[src/rtl/register_file_sb_pkg.sv]
// Shared defaults and sweep-engine state encoding for register_file_sb.
package register_file_sb_pkg;

  localparam int DEF_DATA_WIDTH = 16;
  localparam int DEF_ADDR_WIDTH = 3;
  localparam int DEF_READ_PORTS = 2;

  typedef enum logic [1:0] {
    ST_IDLE  = 2'd0,
    ST_CLEAR = 2'd1,
    ST_DONE  = 2'd2
  } sweep_state_t;

endpackage

[src/rtl/regfile_read_port.sv]
// One combinational read port with write-to-read bypass and busy lookup.
module regfile_read_port
  import register_file_sb_pkg::*;
#(
  parameter int DATA_WIDTH = DEF_DATA_WIDTH,
  parameter int ADDR_WIDTH = DEF_ADDR_WIDTH
) (
  input  logic [ADDR_WIDTH-1:0]                      read_addr,
  input  logic [(2**ADDR_WIDTH)-1:0][DATA_WIDTH-1:0] regs,
  input  logic [(2**ADDR_WIDTH)-1:0]                 busy_vec,
  input  logic                                       bypass_en,
  input  logic [ADDR_WIDTH-1:0]                      write_addr,
  input  logic [DATA_WIDTH-1:0]                      write_data,
  input  logic                                       write_release,
  output logic [DATA_WIDTH-1:0]                      data,
  output logic                                       busy
);

  // Stored value, overridden by an accepted same-cycle write to this address.
  always_comb begin
    data = regs[read_addr];
    busy = busy_vec[read_addr];
    if (bypass_en && (read_addr == write_addr)) begin
      data = write_data;
      if (write_release) busy = 1'b0;
    end
  end

endmodule

[src/rtl/register_file_sb.sv]
// Parametrised register file with bypass, busy scoreboard and bulk-clear sweep.
module register_file_sb
  import register_file_sb_pkg::*;
#(
  parameter int DATA_WIDTH = DEF_DATA_WIDTH,
  parameter int ADDR_WIDTH = DEF_ADDR_WIDTH,
  parameter int READ_PORTS = DEF_READ_PORTS
) (
  input  logic                             clock,
  input  logic                             reset,
  input  logic                             write_en,
  input  logic [ADDR_WIDTH-1:0]            write_addr,
  input  logic [DATA_WIDTH-1:0]            write_data,
  input  logic                             write_release,
  input  logic                             reserve_en,
  input  logic [ADDR_WIDTH-1:0]            reserve_addr,
  output logic                             reserve_ready,
  input  logic [READ_PORTS*ADDR_WIDTH-1:0] read_addr,
  output logic [READ_PORTS*DATA_WIDTH-1:0] read_data,
  output logic [READ_PORTS-1:0]            read_busy,
  input  logic                             clear_start,
  output logic                             clear_active,
  output logic                             clear_done
);

  localparam int DEPTH = 2**ADDR_WIDTH;

  logic [DEPTH-1:0][DATA_WIDTH-1:0] regs;
  logic [DEPTH-1:0]                 busy;
  sweep_state_t                     state, next_state;
  logic [ADDR_WIDTH-1:0]            idx, next_idx;

  logic idle, wr_ok, rel_ok, rsv_ok;

  // Qualify the decode/writeback requests against the engine state.
  always_comb begin
    idle          = (state == ST_IDLE);
    wr_ok         = idle && write_en && !clear_start;
    rel_ok        = wr_ok && write_release;
    reserve_ready = idle && !busy[reserve_addr];
    // A reserve colliding with a release of the same register is accepted even
    // though reserve_ready still shows the pre-release busy bit.
    rsv_ok        = idle && reserve_en &&
                    (!busy[reserve_addr] || (rel_ok && (write_addr == reserve_addr)));
    clear_active  = !idle;
    clear_done    = (state == ST_DONE);
  end

  // Sweep engine next-state and index sequencing.
  always_comb begin
    next_state = state;
    next_idx   = idx;
    unique case (state)
      ST_IDLE: begin
        next_idx = '0;
        if (clear_start) next_state = ST_CLEAR;
      end
      ST_CLEAR: begin
        next_idx = idx + 1'b1;
        if (idx == ADDR_WIDTH'(DEPTH - 1)) begin
          next_state = ST_DONE;
          next_idx   = '0;
        end
      end
      ST_DONE:  next_state = ST_IDLE;
      default:  next_state = ST_IDLE;
    endcase
  end

  // Sweep engine state register.
  always_ff @(posedge clock or negedge reset) begin
    if (!reset) begin
      state <= ST_IDLE;
      idx   <= '0;
    end else begin
      state <= next_state;
      idx   <= next_idx;
    end
  end

  // Storage and scoreboard; in IDLE a reserve is applied after a release so it wins.
  always_ff @(posedge clock or negedge reset) begin
    if (!reset) begin
      regs <= '0;
      busy <= '0;
    end else if (state == ST_CLEAR) begin
      regs[idx] <= '0;
      busy[idx] <= 1'b0;
    end else if (idle) begin
      if (wr_ok)  regs[write_addr]   <= write_data;
      if (rel_ok) busy[write_addr]   <= 1'b0;
      if (rsv_ok) busy[reserve_addr] <= 1'b1;
    end
  end

  for (genvar k = 0; k < READ_PORTS; k++) begin : g_rd
    regfile_read_port #(
      .DATA_WIDTH(DATA_WIDTH),
      .ADDR_WIDTH(ADDR_WIDTH)
    ) u_port (
      .read_addr    (read_addr[k*ADDR_WIDTH +: ADDR_WIDTH]),
      .regs         (regs),
      .busy_vec     (busy),
      .bypass_en    (wr_ok),
      .write_addr   (write_addr),
      .write_data   (write_data),
      .write_release(write_release),
      .data         (read_data[k*DATA_WIDTH +: DATA_WIDTH]),
      .busy         (read_busy[k])
    );
  end

endmodule

[config.mk]
export PLATFORM = sky130hd
export DESIGN_NAME = register_file_sb
export DESIGN_NICKNAME = d
export VERILOG_FILES = /design/src/rtl/register_file_sb_pkg.sv /design/src/rtl/regfile_read_port.sv /design/src/rtl/register_file_sb.sv
export SDC_FILE = /design/constraint.sdc
export NUM_CORES = 1
export LEC_CHECK = 0
export ABC_AREA = 1
export CORE_ASPECT_RATIO = 1.25
export CORE_MARGIN = 2
export CORE_UTILIZATION = 55
export DETAILED_ROUTE_END_ITERATION = 7
export GPL_TIMING_DRIVEN = 0
export PLACE_DENSITY = 0.76
export SYNTH_ARGS = -nofsm -noshare
export SYNTH_HDL_FRONTEND = slang
export SYNTH_SLANG_ARGS = --single-unit
[constraint.sdc]
create_clock -name clock -period 2.22 [get_ports clock]
set_clock_uncertainty 0.15 [all_clocks]
set_input_delay 0.444 -clock clock [delete_from_list [all_inputs] [get_ports clock]]
set_output_delay 0.444 -clock clock [all_outputs]
set_load 0.005 [all_outputs]
==> reports/qor.csv <==
metric,value,unit
Compound-Gate Fraction of Synth Area,0.250,
layout cells sized above 1,0.214,
Arrival @ worst endpoint,1.98,ns
Peak VDD IR,0.724,mV
Synth cell types,34,
fin crit share,1.16,
"Cell Chain, Critical Path",nor2_4 -> nand2_4 -> a21oi_4 -> nand2_4 -> buf_6 -> buf_4 -> o21ai_2 -> buf_2,
# clock sinks,141,
full die area,0.0163,mm^2
Starting Density,0.563,
IO Count,71,
main combinational cell family by area after synthesis,compound AO/OA/AOI/OAI gates,
Die W,115,um
antenna violations before repair,0,
Max clock buf depth,2,
P&R area growth vs syn,25.4,%
CP Capture Type,output pin,
fmax,389,MHz
Site Rows,50,
failing checks,setup timing,
Clk pwr share,0.300,
Synth Area in XOR/XNOR,0.00520,
crit path time final,2.57,ns
diodes inserted,0,
Die Y,142,um
first-pass GRT wire length,49600,um
Nets,1267,
H-tree depth,4,
Fin. Hold Viols,0,
RSZ-0062 raised after global routing,true,
ANT nets after route,0,
Worst setup SP type,flop,
Tot Pwr,9.68,mW
All-Layer GR Usage,0.410,
combinational share of power,0.327,
Buffers on Ports,62,
Slew @ Worst Pin,0.661,ns
sequential fraction of the synthesis area,0.419,
final hold slack,0.227,ns
status,finished with violations,
Pleak,4.94,nW
largest net degree at the start of global routing,79,
synthesized instance count,1115,
critical path class,flop to output pin,
Clock Root Buffer,clkbuf_16,
DP Area,0.00930,mm^2
Psw,3.56,mW
Final Cell Area,0.0106,mm^2
Slowest cell on crit path,dfrtp_2,
Setup Viol. Count Final,34,
DP Wirelength,22300,um
clk slew on worst S/H paths,0.06,ns
setup slack after layout,-0.351,ns
GP Congestion,1.01,
number of synthesized register bits,141,
TritonCTS clock tree,done,
Switching Share,0.368,
Vias per Instance,6.69,
core area,0.0150,mm^2
CP Max Fanout,7,
sequential share of power,0.372,
Total Wirelength,33100,um
total area of sequential cells,0.00353,mm^2
DR DRC count,0,
via count,9547,
CTS Buf Count,17,
CP required,1.63,ns
Post-Synth Simple-Gate Area,0.207,
YS warnings,0,
PwrDens,917,mW/mm^2
"commonest non-fill, non-tap cell in the layout",nand3_1,
vias in the first global route,8922,
Final Slew Violations,0,
dpl cells,1360,
syn_nets,1151,
syn avg cell area,7.55,um^2
Layout Cells excl Fill,1426,
Clock Latency Late Sink,0.44,ns
Hold/Removal Path Class,input port to flop,
Fill cells,1215,
Synth Area in Adders,0.00297,
Internal Power,6.12,mW
Placement Setup Slack,-1.22,ns
Worst path most repeated cell,nand2_4,
multiplexer share of the synthesized area,0,
Pre-Repair DR Iteration Count,8,
initial detailed-routing violation count,1355,
"commonest non-fill, non-tap cells in the layout","nand3_1, o21ai_0, dfrtp_1",
Slew headroom,0.559,
Max-Cap Viols,0,
WL/cell,23.2,um
grt ovf,0,
multi-input logic area,0.00428,mm^2
Mapped Area,0.00842,mm^2
Critical Path Max Stage Delay,0.42,ns
-- power by group through the flow --
stage | Combinational (mW) | Sequential [mW] | Clock (mW)
2_1_floorplan | 1.92 | 3.50 | 0
3_3_place_gp | 2.80 | 3.61 | 0
3_5_place_dp | 2.86 | 3.63 | 0
4_1_cts | 2.93 | 3.59 | 2.87
5_1_grt | 3.44 | 3.66 | 2.98
6_report | 3.17 | 3.60 | 2.91
-- stage by stage --
step / util / setup TNS, ns
6_report: 0.706 / -9.41
3_3_place_gp: 0.620 / -750.11
4_1_cts: 0.692 / -8.56
5_1_grt: 0.706 / -11.22
2_1_floorplan: - / 0
3_5_place_dp: 0.622 / -36.43
-- registers in the layout (all words and copies together) (netlist names) --
signal,flops
regs,128
busy,8
state,2
idx,3
-- final timing paths --
kind	startpoint	endpoint	slack, ns	cells past startpoint
max in group asynchronous	reset	regs[125]	0.67	3
worst min register to register	busy[1]	busy[1]	0.35	2
worst min-delay path	reserve_addr[0]	busy[0]	0.23	4
worst max register to register	state[0]	regs[79]	0.15	8
worst max-delay path	state[1]	read_data[0]	-0.35	8
min in group asynchronous	reset	idx[1]	0.41	2
-- final cells by class --
cell class / instances / area share
buffer: 83 / 0.0558
inverter: 134 / 0.0492
multi-input combinational: 756 / 0.406
timing repair buffer: 98 / 0.0775
clock inverter: 9 / 0.0104
tap: 182 / 0.0216
sequential: 141 / 0.334
clock buffer: 23 / 0.0453
-- synthesized netlist by cell type --
| cell | n | share of area |
|---|---|---|
| nor2_1 | 24 | 0.011 |
| nor2_2 | 1 | 0.00074 |
| buf_6 | 9 | 0.012 |
| o21ai_0 | 160 | 0.095 |
| o211ai_1 | 47 | 0.042 |
| a21oi_2 | 1 | 0.0010 |
| nand2_1 | 145 | 0.065 |
| inv_2 | 4 | 0.0018 |
| o21a_1 | 1 | 0.00089 |
| inv_1 | 125 | 0.056 |
| nor3_1 | 10 | 0.0059 |
| xnor2_1 | 2 | 0.0021 |
| xor2_1 | 3 | 0.0031 |
| buf_1 | 4 | 0.0018 |
| ha_1 | 2 | 0.0030 |
| nand2_2 | 11 | 0.0082 |
| nand4_1 | 1 | 0.00074 |
| inv_4 | 1 | 0.00074 |
| buf_2 | 40 | 0.024 |
| nor2_4 | 2 | 0.0027 |
| dfrtp_1 | 141 | 0.42 |
| clkbuf_2 | 1 | 0.00059 |
| buf_4 | 7 | 0.0062 |
| o21ai_1 | 1 | 0.00059 |
| inv_8 | 1 | 0.0013 |
| nand3_4 | 1 | 0.0021 |
| clkbuf_1 | 23 | 0.010 |
| nor3_2 | 1 | 0.0012 |
| o22ai_1 | 76 | 0.056 |
| a21oi_1 | 90 | 0.054 |
| nand4_4 | 2 | 0.0051 |
| nand2_4 | 2 | 0.0027 |
| clkinv_1 | 3 | 0.0013 |
| nand3_1 | 173 | 0.10 |
-- layer usage --
metal  track usage  routed length [um]  vias to the layer above
li1              -                   -                     4109
met1         0.514               12000                     4394
met4         0.322                3200                        0
met3         0.113                3800                      250
met2         0.592               14100                      794
met5             0                   0                        -
-- worst max-delay path, delay by kind of cell, from the launching register on --
kind	cells	cell delay, ns
and+or+nand+nor	3	0.36
DFF	1	0.42
buffers and inverters	3	0.44
AOI/OAI and AO/OA	2	0.29
-- cell families (layout without fill, tap and decap cells) --
logic type,Yosys count,in the layout
simple gates,373,373
buf+inv,218,347
xor+xnor,5,5
flops,141,141
compound gates,376,376
fa+ha+maj,2,2
-- what timing repair did --
| action | 4_1_cts | 5_1_grt |
|---|---|---|
| buffers inserted | 23 | 10 |
| setup endpoints to repair | 37 | 37 |
| hold buffers | 1 | 0 |
| gates resized for setup | 277 | 50 |
| pin swaps | 24 | 16 |
| hold endpoints to repair | 63 | 0 |
| cloned | 4 | 1 |
No activity file was read; power rests on OpenSTA's default activity.
